## src/rtl/aes_v2_issue.sv

```systemverilog
// Issue/retire stage in front of the 4-cycle aes_v2 unit: holds operands for the
// unit, pulses its start, buffers the result for writeback, and drains flushed ops.
module aes_v2_issue #(
  parameter int RD_W       = 5,
  parameter bit DECRYPT_EN = 1'b1
) (
  input  logic            g_clk,
  input  logic            g_reset,
  input  logic            s_valid,
  output logic            s_ready,
  input  logic [31:0]     s_rs1,
  input  logic [31:0]     s_rs2,
  input  logic            s_sub,
  input  logic            s_enc,
  input  logic [RD_W-1:0] s_rd_idx,
  input  logic            flush,
  output logic            aes_valid,
  output logic [31:0]     aes_rs1,
  output logic [31:0]     aes_rs2,
  output logic            aes_sub,
  output logic            aes_enc,
  input  logic            aes_ready,
  input  logic [31:0]     aes_rd,
  output logic            m_valid,
  input  logic            m_ready,
  output logic [31:0]     m_result,
  output logic [RD_W-1:0] m_rd_idx,
  output logic            m_illegal
);

  typedef enum logic [1:0] {
    ST_IDLE,
    ST_BUSY,
    ST_DONE,
    ST_DRAIN
  } state_t;

  state_t          r_state;
  state_t          w_state_nxt;
  logic [31:0]     r_rs1;
  logic [31:0]     r_rs2;
  logic            r_sub;
  logic            r_enc;
  logic            r_launch;
  logic [31:0]     r_result;
  logic [RD_W-1:0] r_rd_idx;
  logic            r_illegal;

  logic w_accept;
  logic w_illegal_op;
  logic w_capture;

  // A new op may enter while the buffered result retires in the same cycle.
  assign s_ready      = !flush && ((r_state == ST_IDLE) || ((r_state == ST_DONE) && m_ready));
  assign w_accept     = s_valid && s_ready;
  assign w_illegal_op = !DECRYPT_EN && !s_enc;
  assign w_capture    = (r_state == ST_BUSY) && aes_ready && !flush;

  // NOTE: the next-state default is assigned first so no path leaves it unassigned (no latch).
  always_comb begin
    w_state_nxt = r_state;
    case (r_state)
      ST_IDLE: begin
        if (w_accept) w_state_nxt = w_illegal_op ? ST_DONE : ST_BUSY;
      end
      ST_BUSY: begin
        if (flush)          w_state_nxt = aes_ready ? ST_IDLE : ST_DRAIN;
        else if (aes_ready) w_state_nxt = ST_DONE;
      end
      ST_DONE: begin
        if (flush)         w_state_nxt = ST_IDLE;
        else if (w_accept) w_state_nxt = w_illegal_op ? ST_DONE : ST_BUSY;
        else if (m_ready)  w_state_nxt = ST_IDLE;
      end
      ST_DRAIN: begin
        // The unit cannot abort; wait for it to finish and drop its result.
        if (aes_ready) w_state_nxt = ST_IDLE;
      end
      default: w_state_nxt = ST_IDLE;
    endcase
  end

  // NOTE: state and data registers use non-blocking assignments so every flop samples pre-edge values.
  always_ff @(posedge g_clk) begin
    if (g_reset) begin
      // NOTE: data registers are cleared as well so the unit never sees stale operands after reset.
      r_state   <= ST_IDLE;
      r_launch  <= 1'b0;
      r_rs1     <= '0;
      r_rs2     <= '0;
      r_sub     <= 1'b0;
      r_enc     <= 1'b0;
      r_result  <= '0;
      r_rd_idx  <= '0;
      r_illegal <= 1'b0;
    end else begin
      r_state  <= w_state_nxt;
      r_launch <= w_accept && !w_illegal_op;
      if (w_accept) begin
        r_rs1     <= s_rs1;
        r_rs2     <= s_rs2;
        r_sub     <= s_sub;
        r_enc     <= s_enc;
        r_rd_idx  <= s_rd_idx;
        r_illegal <= w_illegal_op;
        if (w_illegal_op) r_result <= '0;
      end else if (w_capture) begin
        r_result <= aes_rd;
      end
    end
  end

  assign aes_valid = r_launch;
  assign aes_rs1   = r_rs1;
  assign aes_rs2   = r_rs2;
  assign aes_sub   = r_sub;
  assign aes_enc   = r_enc;
  assign m_valid   = (r_state == ST_DONE);
  assign m_result  = r_result;
  assign m_rd_idx  = r_rd_idx;
  assign m_illegal = r_illegal && m_valid;

endmodule

```

## config.mk

```make
export PLATFORM = sky130hd
export DESIGN_NAME = aes_v2_issue
export DESIGN_NICKNAME = d
export VERILOG_FILES = /design/src/rtl/aes_v2_issue.sv
export SDC_FILE = /design/constraint.sdc
export NUM_CORES = 1
export LEC_CHECK = 0
export ABC_AREA = 1
export BUFFER_PORTS_ARGS = -buffer_cell sky130_fd_sc_hd__buf_4
export CAP_MARGIN = 20
export CORE_ASPECT_RATIO = 0.6
export CORE_MARGIN = 10
export CORE_UTILIZATION = 47
export DETAILED_ROUTE_END_ITERATION = 12
export HOLD_SLACK_MARGIN = 0.08
export PLACE_DENSITY = 0.8
export SLEW_MARGIN = 0
export SYNTH_ARGS = -nofsm -noshare
export SYNTH_HDL_FRONTEND = slang
export SYNTH_SLANG_ARGS = --single-unit
```

## constraint.sdc

```tcl
create_clock -name g_clk -period 1.3 [get_ports g_clk]
set_input_delay 0.13 -clock g_clk [delete_from_list [all_inputs] [get_ports g_clk]]
set_output_delay 0.13 -clock g_clk [all_outputs]
set_load 0.05 [all_outputs]
```

==> reports/summary.md <==
* completed — result of the run
* 0 — total gr overflow
* 917 — NumNets Final
* 3.267 nW — static leakage
* -0.001484 ns — DP Worst Slack
* 61 — largest net degree at the start of global routing
* 0 — number of diodes
* aes_ready — worst hold path startpoint
* 776.6 MHz — Fmax
* 0.5055 — layout cell share with drive strength beyond 1
* 0 — Post-synth EDFFs
* 0.08 ns — clock-pin slew reported for the worst setup and hold paths after clock tree synthesis
* 0 — number of slew-limit violations in the final report
* 819 — number of placed instances, taps included
* sky130_fd_sc_hd__dfxtp_1 — ys flop type
* 14460 um^2 — floorplan die area
* 0 — number of endpoints with negative hold slack in the final report
* 1.56 ns — required time of the critical path
* 0.01169 ns — Clock Skews
* 491 — Synth Instances
* yes — RSZ-0062 raised after global routing
* 28 — number of standard-cell rows in the floorplan
* 0.4543 — fraction of synthesized cell area taken by the top area cell type
* 4671 um^2 — post-synthesis instance area
* 19.27 um — routed wire length per instance
* 0.4543 — share of synthesized area occupied by flip-flops and latches
* 0 — warning count from the yosys run
* 554 — Filler Cell Count
* r_state[1] — worst reg2reg path startpoint
* 948 — final non-filler cell total
* sky130_fd_sc_hd__dfxtp_1 — largest area contributor in the synthesized netlist
* 27260 um — global-route wire length before repair
* sky130_fd_sc_hd__dfxtp_1 — leading cell type by number of instances after synthesis
* 214 — buffers added on ports
* built — clock tree from TritonCTS
* sky130_fd_sc_hd__clkbuf_16 — clk root buf
* 276 — iteration-0 DRC count of the detailed router
* 106 x sky130_fd_sc_hd__dfxtp_1, 81 x sky130_fd_sc_hd__nand2_1, 71 x sky130_fd_sc_hd__nand3_2, 69 x sky130_fd_sc_hd__a21oi_2, 69 x sky130_fd_sc_hd__nor2_1 — synth cell count leaders
* 0 — FFs w/ async S/R, synth
* 97.22 um — Die H
* 9 — number of buffers inserted during clock tree synthesis
* 106 — total number of clock tree sinks
* 5002 — vias in the first global route
* register — type of element capturing the critical path
* 0 — antenna-violating nets left
* 0 — setup violators final
* 216 — io pins
* 0 — DRC
* r_state[1] — timing startpoint of the critical path
* register to register — worst setup path class
* 0.9479 mV — worst vdd ir
* 8 — highest fanout seen on the critical path
* 0 — maxcap violations
* 9774 um^2 — area of the core
* 1.55 ns — arrival time worst endpoint
* 11050 um — DP HPWL
* 9.513 um^2 — synthesized area per cell
* 1347 nW/um^2 — power density over the cells
* sky130_fd_sc_hd__dfxtp_1 45%, sky130_fd_sc_hd__nand3_2 15%, sky130_fd_sc_hd__a21oi_2 13% — leading post-synthesis cells by cell area
* 106 — Seq cells post-synth
* 21 — number of distinct library cell variants in the gate-level netlist after synthesis
* primary input to register — type of the tightest min-delay check
* 4811 — total vias in the final route
* 0.35 ns — worst-skew pair later-pin latency
* 148.7 um — horizontal extent of the die
* 0.4779 — effective utilization at floorplan
* 600 — nets in the synthesized netlist
* 18270 um — final routed wirelength across all metal layers
* 0.01229 ns — worst path setup slack after routing
* 0 — antenna violations before repair
* 0.9905 — share of the clock period used by the worst path
* 69.57% — area grow syn2layout
* 2 — Max clock buf depth
* register — critical path launch point type
* 5 — detailed-router iteration count before antenna repair
* 3 — CTS H-Tree Depth
* 5.075 — via count normalized by instance count
* 1.288 ns — clock period minus worst slack
* 0.2301 — Overall Global Routing Usage
* 0.7738 — routability congestion estimate from global placement
## per-layer routing
layer  up-vias  global-route usage  part of all wire
met1      2263              0.2587              0.39
met2       253              0.3850              0.49
met3        30              0.1056              0.11
li1       2265                   -                 -
met5         -                   0                 0
met4         0             0.05994             0.017
## kinds of logic (layout without fill, tap and decap cells)
family / Yosys count / in the layout / share of synthesized area
compound gates: 106 / 106 / 0.1690
buf+inv: 49 / 371 / 0.09188
flops: 106 / 106 / 0.4543
other cells: 1 / 1 / 0.0008029
simple gates: 229 / 229 / 0.2840
## worst paths after layout
| path | endpoint | slack (ns) | depth (start not counted) |
|---|---|---|---|
| worst max-delay path | m_result[14] | 0.01 | 7 |
| worst min register to register | aes_rs1[10] | 0.47 | 2 |
| worst min-delay path | r_state[1] | 0.27 | 5 |
| worst max register to register | m_result[14] | 0.01 | 7 |
## final cells by class
class / instances / area, um^2 / area share
inverters: 8 / 32.53 / 0.004107
multi-input cells: 336 / 2152 / 0.2717
clock inverters: 6 / 72.57 / 0.009163
repair buffers: 347 / 3128 / 0.3949
flip-flops and latches: 106 / 2127 / 0.2686
clock buffers: 10 / 239.0 / 0.03017
well taps: 135 / 168.9 / 0.02133
## report_power, final
group / leakage (nW) / switching, W / total (W) / internal (W)
combinational: 2.25 / 0.00245 / 0.00408 / 0.00163
clock: 0.150 / 0.00128 / 0.00285 / 0.00157
sequential: 0.864 / 0.000196 / 0.00375 / 0.00355
total: 3.27 / 0.00393 / 0.0107 / 0.00674
## registers in the layout, indices dropped and copies added (netlist names)
register and count:
r_state 2, m_result 32, aes_rs2 32, m_rd_idx 5, aes_enc 1, aes_valid 1, aes_rs1 32, aes_sub 1
## timing repair
item                                    in CTS  in global routing
pin swaps                                    1                  3
cloned                                       0                  7
setup buffers                                3                  0
hold endpoints to repair                   103                  0
endpoints found under the setup margin       6                 79
hold buffers                               103                  0
resized for setup                            6                 27
## critical path, stage by stage (launching register included)
cell and delay, ns:
sky130_fd_sc_hd__dfxtp_2 0.33, sky130_fd_sc_hd__buf_6 0.12, sky130_fd_sc_hd__nor2_4 0.12, sky130_fd_sc_hd__nand3_4 0.12
sky130_fd_sc_hd__inv_4 0.12, sky130_fd_sc_hd__buf_12 0.13, sky130_fd_sc_hd__nor2_1 0.05, sky130_fd_sc_hd__nor2_1 0.20
## through the flow
stage | power (W) | setup TNS (ns) | util | instance area, um^2 | hold slack [ns]
after floorplan | 0.006214 | 0 | - | 4673 | 0.2726
after detailed placement | 0.007172 | -0.001484 | 0.6458 | 6312 | 0.3857
after global routing | 0.01107 | -0.04698 | 0.8103 | 7920 | 0.2855
after global placement | 0.007082 | 0 | 0.6458 | 6312 | 0.3799
final | 0.01067 | 0 | 0.8103 | 7920 | 0.2680
after CTS | 0.01032 | -0.01019 | 0.7869 | 7691 | 0.1983
## cells in the final DEF, fill, tap and decap left out
| cell | instances |
|---|---|
| sky130_fd_sc_hd__nor2_1 | 68 |
| sky130_fd_sc_hd__nand3_4 | 2 |
| sky130_fd_sc_hd__buf_8 | 3 |
| sky130_fd_sc_hd__clkinv_4 | 2 |
| sky130_fd_sc_hd__o21ai_1 | 14 |
| sky130_fd_sc_hd__dfxtp_4 | 1 |
| sky130_fd_sc_hd__inv_1 | 5 |
| sky130_fd_sc_hd__nand2_1 | 79 |
| sky130_fd_sc_hd__buf_4 | 223 |
| sky130_fd_sc_hd__buf_12 | 9 |
| sky130_fd_sc_hd__clkbuf_16 | 16 |
| sky130_fd_sc_hd__nand3_2 | 69 |
| sky130_fd_sc_hd__buf_6 | 2 |
| sky130_fd_sc_hd__dfxtp_1 | 104 |
| sky130_fd_sc_hd__dlygate4sd3_1 | 103 |
| sky130_fd_sc_hd__nand3_1 | 4 |
| sky130_fd_sc_hd__a21oi_2 | 69 |
| sky130_fd_sc_hd__bufinv_16 | 1 |
| sky130_fd_sc_hd__clkbuf_8 | 1 |
| sky130_fd_sc_hd__nor2_4 | 3 |
| sky130_fd_sc_hd__and2_4 | 1 |
| sky130_fd_sc_hd__conb_1 | 1 |
| sky130_fd_sc_hd__inv_2 | 2 |
| sky130_fd_sc_hd__nand4_1 | 1 |
| sky130_fd_sc_hd__o21ai_0 | 20 |
| sky130_fd_sc_hd__dfxtp_2 | 1 |
| sky130_fd_sc_hd__inv_6 | 2 |
| sky130_fd_sc_hd__clkinvlp_4 | 1 |
| sky130_fd_sc_hd__inv_4 | 1 |
| sky130_fd_sc_hd__a21oi_1 | 3 |
| sky130_fd_sc_hd__nand2_2 | 2 |
(Power assumes the default switching activity.)
